[src/rtl/arb_pkg.sv]
// Shared definitions for the four-way round-robin arbiter: state encoding and sizing.
package arb_pkg;

    localparam int N_REQ        = 4;
    localparam int HOLD_MAX_DEF = 8;
    localparam int IDX_W        = $clog2(N_REQ);

    typedef enum logic [1:0] {
        ST_IDLE    = 2'd0,
        ST_GRANT   = 2'd1,
        ST_RELEASE = 2'd2
    } arb_state_t;

endpackage

[src/rtl/rr_pick.sv]
// Rotating-priority picker: returns the first set request at or after ptr, wrapping.
module rr_pick
    import arb_pkg::*;
(
    input  logic [N_REQ-1:0] req,
    input  logic [IDX_W-1:0] ptr,
    output logic             valid,
    output logic [IDX_W-1:0] idx
);

    always_comb begin
        logic [IDX_W-1:0] pos;
        valid = 1'b0;
        idx   = '0;
        // Walk from the farthest offset down so the nearest hit to ptr is the last write.
        for (int i = N_REQ - 1; i >= 0; i--) begin
            pos = ptr + IDX_W'(i);
            if (req[pos]) begin
                valid = 1'b1;
                idx   = pos;
            end
        end
    end

endmodule

[src/rtl/rr_arbiter_moore.sv]
// Moore round-robin arbiter: grant decoded from registered state only.
// Optional grant tenure limit enabled by defining ARB_TIMEOUT_EN.
module rr_arbiter_moore
    import arb_pkg::*;
#(
    parameter int HOLD_MAX = HOLD_MAX_DEF
)(
    input  logic             clk,
    input  logic             reset,
    input  logic [N_REQ-1:0] req,
    output logic [N_REQ-1:0] gnt,
    output logic [IDX_W-1:0] gnt_id,
    output logic             busy
);

    if (HOLD_MAX < 1) begin : g_bad_hold
        $error("HOLD_MAX must be at least 1");
    end

    arb_state_t       state, state_next;
    logic [IDX_W-1:0] ptr, ptr_next;
    logic [IDX_W-1:0] owner, owner_next;
    logic             pick_valid;
    logic [IDX_W-1:0] pick_idx;
    logic             tenure_done;

    rr_pick u_pick (
        .req   (req),
        .ptr   (ptr),
        .valid (pick_valid),
        .idx   (pick_idx)
    );

`ifdef ARB_TIMEOUT_EN
    localparam int CNT_W = (HOLD_MAX > 1) ? $clog2(HOLD_MAX) : 1;
    logic [CNT_W-1:0] cnt, cnt_next;

    always_ff @(posedge clk) begin
        if (!reset) cnt <= '0;
        else        cnt <= cnt_next;
    end

    // Cleared while waiting so the first grant cycle always sees zero.
    always_comb begin
        cnt_next = '0;
        if (state == ST_GRANT) cnt_next = cnt + 1'b1;
    end

    assign tenure_done = (cnt == CNT_W'(HOLD_MAX - 1));
`else
    assign tenure_done = 1'b0;
`endif

    always_ff @(posedge clk) begin
        if (!reset) begin
            state <= ST_IDLE;
            ptr   <= '0;
            owner <= '0;
        end else begin
            state <= state_next;
            ptr   <= ptr_next;
            owner <= owner_next;
        end
    end

    always_comb begin
        state_next = state;
        ptr_next   = ptr;
        owner_next = owner;
        case (state)
            ST_IDLE: begin
                if (pick_valid) begin
                    owner_next = pick_idx;
                    state_next = ST_GRANT;
                end
            end
            ST_GRANT: begin
                if (!req[owner] || tenure_done) state_next = ST_RELEASE;
            end
            ST_RELEASE: begin
                ptr_next   = owner + IDX_W'(1);
                state_next = ST_IDLE;
            end
            default: state_next = ST_IDLE;
        endcase
    end

    always_comb begin
        gnt = '0;
        if (state == ST_GRANT) gnt[owner] = 1'b1;
    end

    assign gnt_id = (state == ST_GRANT) ? owner : '0;
    assign busy   = (state == ST_GRANT);

endmodule
[config.mk]
export PLATFORM = sky130hd
export DESIGN_NAME = rr_arbiter_moore
export DESIGN_NICKNAME = d
export VERILOG_FILES = /design/src/rtl/arb_pkg.sv /design/src/rtl/rr_pick.sv /design/src/rtl/rr_arbiter_moore.sv
export SDC_FILE = /design/constraint.sdc
export NUM_CORES = 1
export LEC_CHECK = 0
export ABC_CLOCK_PERIOD_IN_PS = 2600
export CAP_MARGIN = 20
export CORE_AREA = 3 3 40 42
export CTS_BUF_LIST = sky130_fd_sc_hd__clkbuf_16
export CTS_CLUSTER_DIAMETER = 80
export DETAILED_ROUTE_END_ITERATION = 10
export DIE_AREA = 0 0 43 45
export PLACE_DENSITY = 0.59
export SLEW_MARGIN = 30
export SYNTH_ARGS = -nofsm -noshare
export SYNTH_HDL_FRONTEND = slang
export SYNTH_SLANG_ARGS = --single-unit
[constraint.sdc]
create_clock -name clk -period 2.6 [get_ports clk]
set_clock_uncertainty 0.05 [all_clocks]
set_input_delay 0.52 -clock clk [delete_from_list [all_inputs] [get_ports clk]]
set_output_delay 0.52 -clock clk [all_outputs]
set_load 0.01 [all_outputs]
==> out/summary.md <==
• gr ovfl total: 0
• Static Leak: 0.000256 uW
• Routed Wire Length: 811 um
• TritonCTS clock tree: done
• Worst VDD drop: 0.518 mV
• power per cell area: 645 nW/um^2
• clock latency at the later pin of the worst-skew pair: 0.23 ns
• total I/O pin count: 13
• number of flops mapped to enable cells by yosys: 0
• synthesized-area fraction occupied by adder cells: 0.116
• worst r2r path cells: 3
• Final Hold Fails: 0
• core area: 1280 um^2
• Hold Worst Slack: 0.480 ns
• post_cts resized: 0
• net switching power of the design: 84.8 uW
• Die Height: 45 um
• share of synthesized flip-flops with an asynchronous set or reset: 0
• dominant combinational cell family by area after synthesis: simple AND/OR/NAND/NOR gates
• initial antenna violation count: 0
• unrepaired setup endpoints after global routing: no
• relative contribution of sequential cells to total power: 0.261
• post-synthesis simple-gate area fraction: 0.289
• sum of negative setup slack: 0 ns
• Comb power frac: 0.153
• post-place setup slack: 0.634 ns
• largest cells by area after synthesis: sky130_fd_sc_hd__dfxtp_1 28%, sky130_fd_sc_hd__ha_1 12%, sky130_fd_sc_hd__and2_1 8.7%
• Post-Syn Area per Cell: 9.02 um^2
• average detailed-routed wire length per instance: 10.4 um
• crit path time final: 2.14 ns
• synthesized net count: 58
• worst setup path endpoint: gnt[0]
• H-tree Lvls: 1
• clk sinks: 6
• slew at the pin with the worst max-slew slack: 0.328 ns
• Pre-antenna DRT Iters: 1
• path type of the worst setup path: reg -> out
• register-to-register setup slack: 1.26 ns
• starting density of the core: 0.337
• GR Util All Layers: 0.110
• part of the cycle the worst path needs: 0.824
• Setup-failing EPs final: 0
• Final GP Congestion: 0.819
• Worst setup SP type: register
• sequential-to-total area share from yosys stat: 0.277
• origin of the worst min-delay path: state[1]
• post-synthesis share of cell area spent on xor and xnor gates: 0
• proportion of synthesized area in mux cells: 0.121
• worst path setup slack after routing: 0.458 ns
• count of vias placed by the detailed router: 387
• number of DRC markers after the initial detailed-route iteration: 0
• Port Buf Inserts: 12
• number of nets at the end of the flow: 75
• switching share of power: 0.203
• post-synthesis sequential element count: 6
• compound-gate portion of the synthesized area: 0.171
• cell taking the most area after synthesis: sky130_fd_sc_hd__dfxtp_1
• Chip Width: 43 um
• maximum number of pins on one net before global-route repair: 9
• Post-CTS Setup Inserts: 0
• post-route DRC violation count: 0
• Clk pin slew, worst setup/hold paths: 0.03 ns
• Most used DFF post-synth: sky130_fd_sc_hd__dfxtp_1
• per-cell via count in the routed design: 4.96
• Site Rows: 13
• arrival time reported for the critical path endpoint: 1.57 ns
• post-synthesis instance total: 48
• Worst EP required: 2.03 ns
• CTS Hold Bufs: 0
• post-DP HPWL: 667 um
• P_int: 333 uW
• max-cap violation count: 0
• Area Overhead vs Synth: 49.4%
• number of antenna diodes: 0
• final slew viol count: 0
• launch instance of the worst register-to-register path: owner[1]
• fraction of final layout cells with drive strength greater than 1: 0.0794
• crit end category: output port
• startpoint of the worst setup timing path: owner[0]
• crit path max fanout: 7
• TritonCTS buffer count: 3
• synth unique cells: 22
• post-synthesis instance area: 433 um^2
• Yosys top cell area share: 0.277
• peak clock frequency supported by timing: 467 MHz
• post-route antenna net violation count: 0
• clock tree buffer depth: 2
• number of warnings reported in the yosys synthesis log: 0
• number of global-route vias before repair: 358
• portion of total power attributed to the clock network: 0.587
• Worst Hold Class: reg -> reg
• die footprint: 1940 um^2
• Max-Slew Margin vs Limit: 0.780
• Filler cells: 136
• outcome: finished, final reports clean
• library cell used as clock root buffer: sky130_fd_sc_hd__clkbuf_16
• most used standard cells in the synthesized netlist: 6 x sky130_fd_sc_hd__and2_1, 6 x sky130_fd_sc_hd__dfxtp_1, 4 x sky130_fd_sc_hd__ha_1
• Critical R2R Capture: state[0]
• global-route wire length before repair: 1.51 mm
layer usage:
metal  vias to the layer above  part of all wire  track usage  wire, um
met5                         -                 0            0         0
met4                         0                 0       0.0723         0
met3                         0             0.069       0.0478        56
met2                        12              0.48        0.165       391
met1                       168              0.45        0.129       363
li1                        207                 -            -         -
logic make-up after synthesis:
kind of cell,after synthesis
mux,4
flops,6
simple gates,21
compound gates,10
fa+ha+maj,4
buf+inv,3
cell type report:
type | instances | area (um^2) | area share
Multi-Input combinational cell | 39 | 302 | 0.466
Sequential cell | 6 | 120 | 0.186
Timing Repair Buffer | 12 | 120 | 0.186
Clock buffer | 3 | 75.1 | 0.116
Tap cell | 15 | 18.8 | 0.0290
Inverter | 3 | 11.3 | 0.0174
flip-flops by register name, summed over array words and instances (netlist names):
| name | cells |
|---|---|
| state | 2 |
| owner | 2 |
| ptr | 2 |
worst min path at each step:
stage / slack, ns / end / depth (start not counted)
floorplan: 0.41 / state[0] / 1
global placement: 0.46 / state[0] / 1
detailed placement: 0.46 / state[0] / 1
CTS: 0.47 / state[0] / 1
global route: 0.53 / state[0] / 1
finish: 0.48 / state[0] / 1
power groups by stage:
stage,Combinational (uW),Sequential (uW),Clock (uW)
2_1_floorplan,34.9,107,0
3_3_place_gp,65.2,110,0
3_5_place_dp,64.2,110,0
4_1_cts,64.5,109,252
5_1_grt,70.4,111,258
6_report,63.7,109,245
through the flow:
step,std cells,area [um^2],utilization,power (uW)
after floorplan,48,433,-,142
after global placement,75,572,0.445,176
after detailed placement,75,572,0.445,175
after CTS,78,647,0.503,425
after global routing,78,647,0.503,439
final,78,647,0.503,417
placed cells by master (no fill, tap or decap), types with 2 or more instances in the layout:
| master | n |
|---|---|
| sky130_fd_sc_hd__o31ai_1 | 2 |
| sky130_fd_sc_hd__nand2_1 | 3 |
| sky130_fd_sc_hd__ha_1 | 4 |
| sky130_fd_sc_hd__nor2b_1 | 3 |
| sky130_fd_sc_hd__o311ai_0 | 2 |
| sky130_fd_sc_hd__mux2i_1 | 3 |
| sky130_fd_sc_hd__nor2_1 | 2 |
| sky130_fd_sc_hd__a21oi_1 | 2 |
| sky130_fd_sc_hd__clkdlybuf4s50_1 | 12 |
| sky130_fd_sc_hd__clkbuf_16 | 3 |
| sky130_fd_sc_hd__dfxtp_1 | 6 |
| sky130_fd_sc_hd__inv_1 | 3 |
| sky130_fd_sc_hd__and2_1 | 6 |
| sky130_fd_sc_hd__nand2b_1 | 2 |
critical path: stages (launching register included):
cell                              delay, ns
sky130_fd_sc_hd__dfxtp_1               0.45
sky130_fd_sc_hd__inv_1                 0.11
sky130_fd_sc_hd__ha_1                  0.20
sky130_fd_sc_hd__and2_1                0.12
sky130_fd_sc_hd__clkdlybuf4s50_1       0.47
Note: power is estimated with default switching activity, not from simulation.
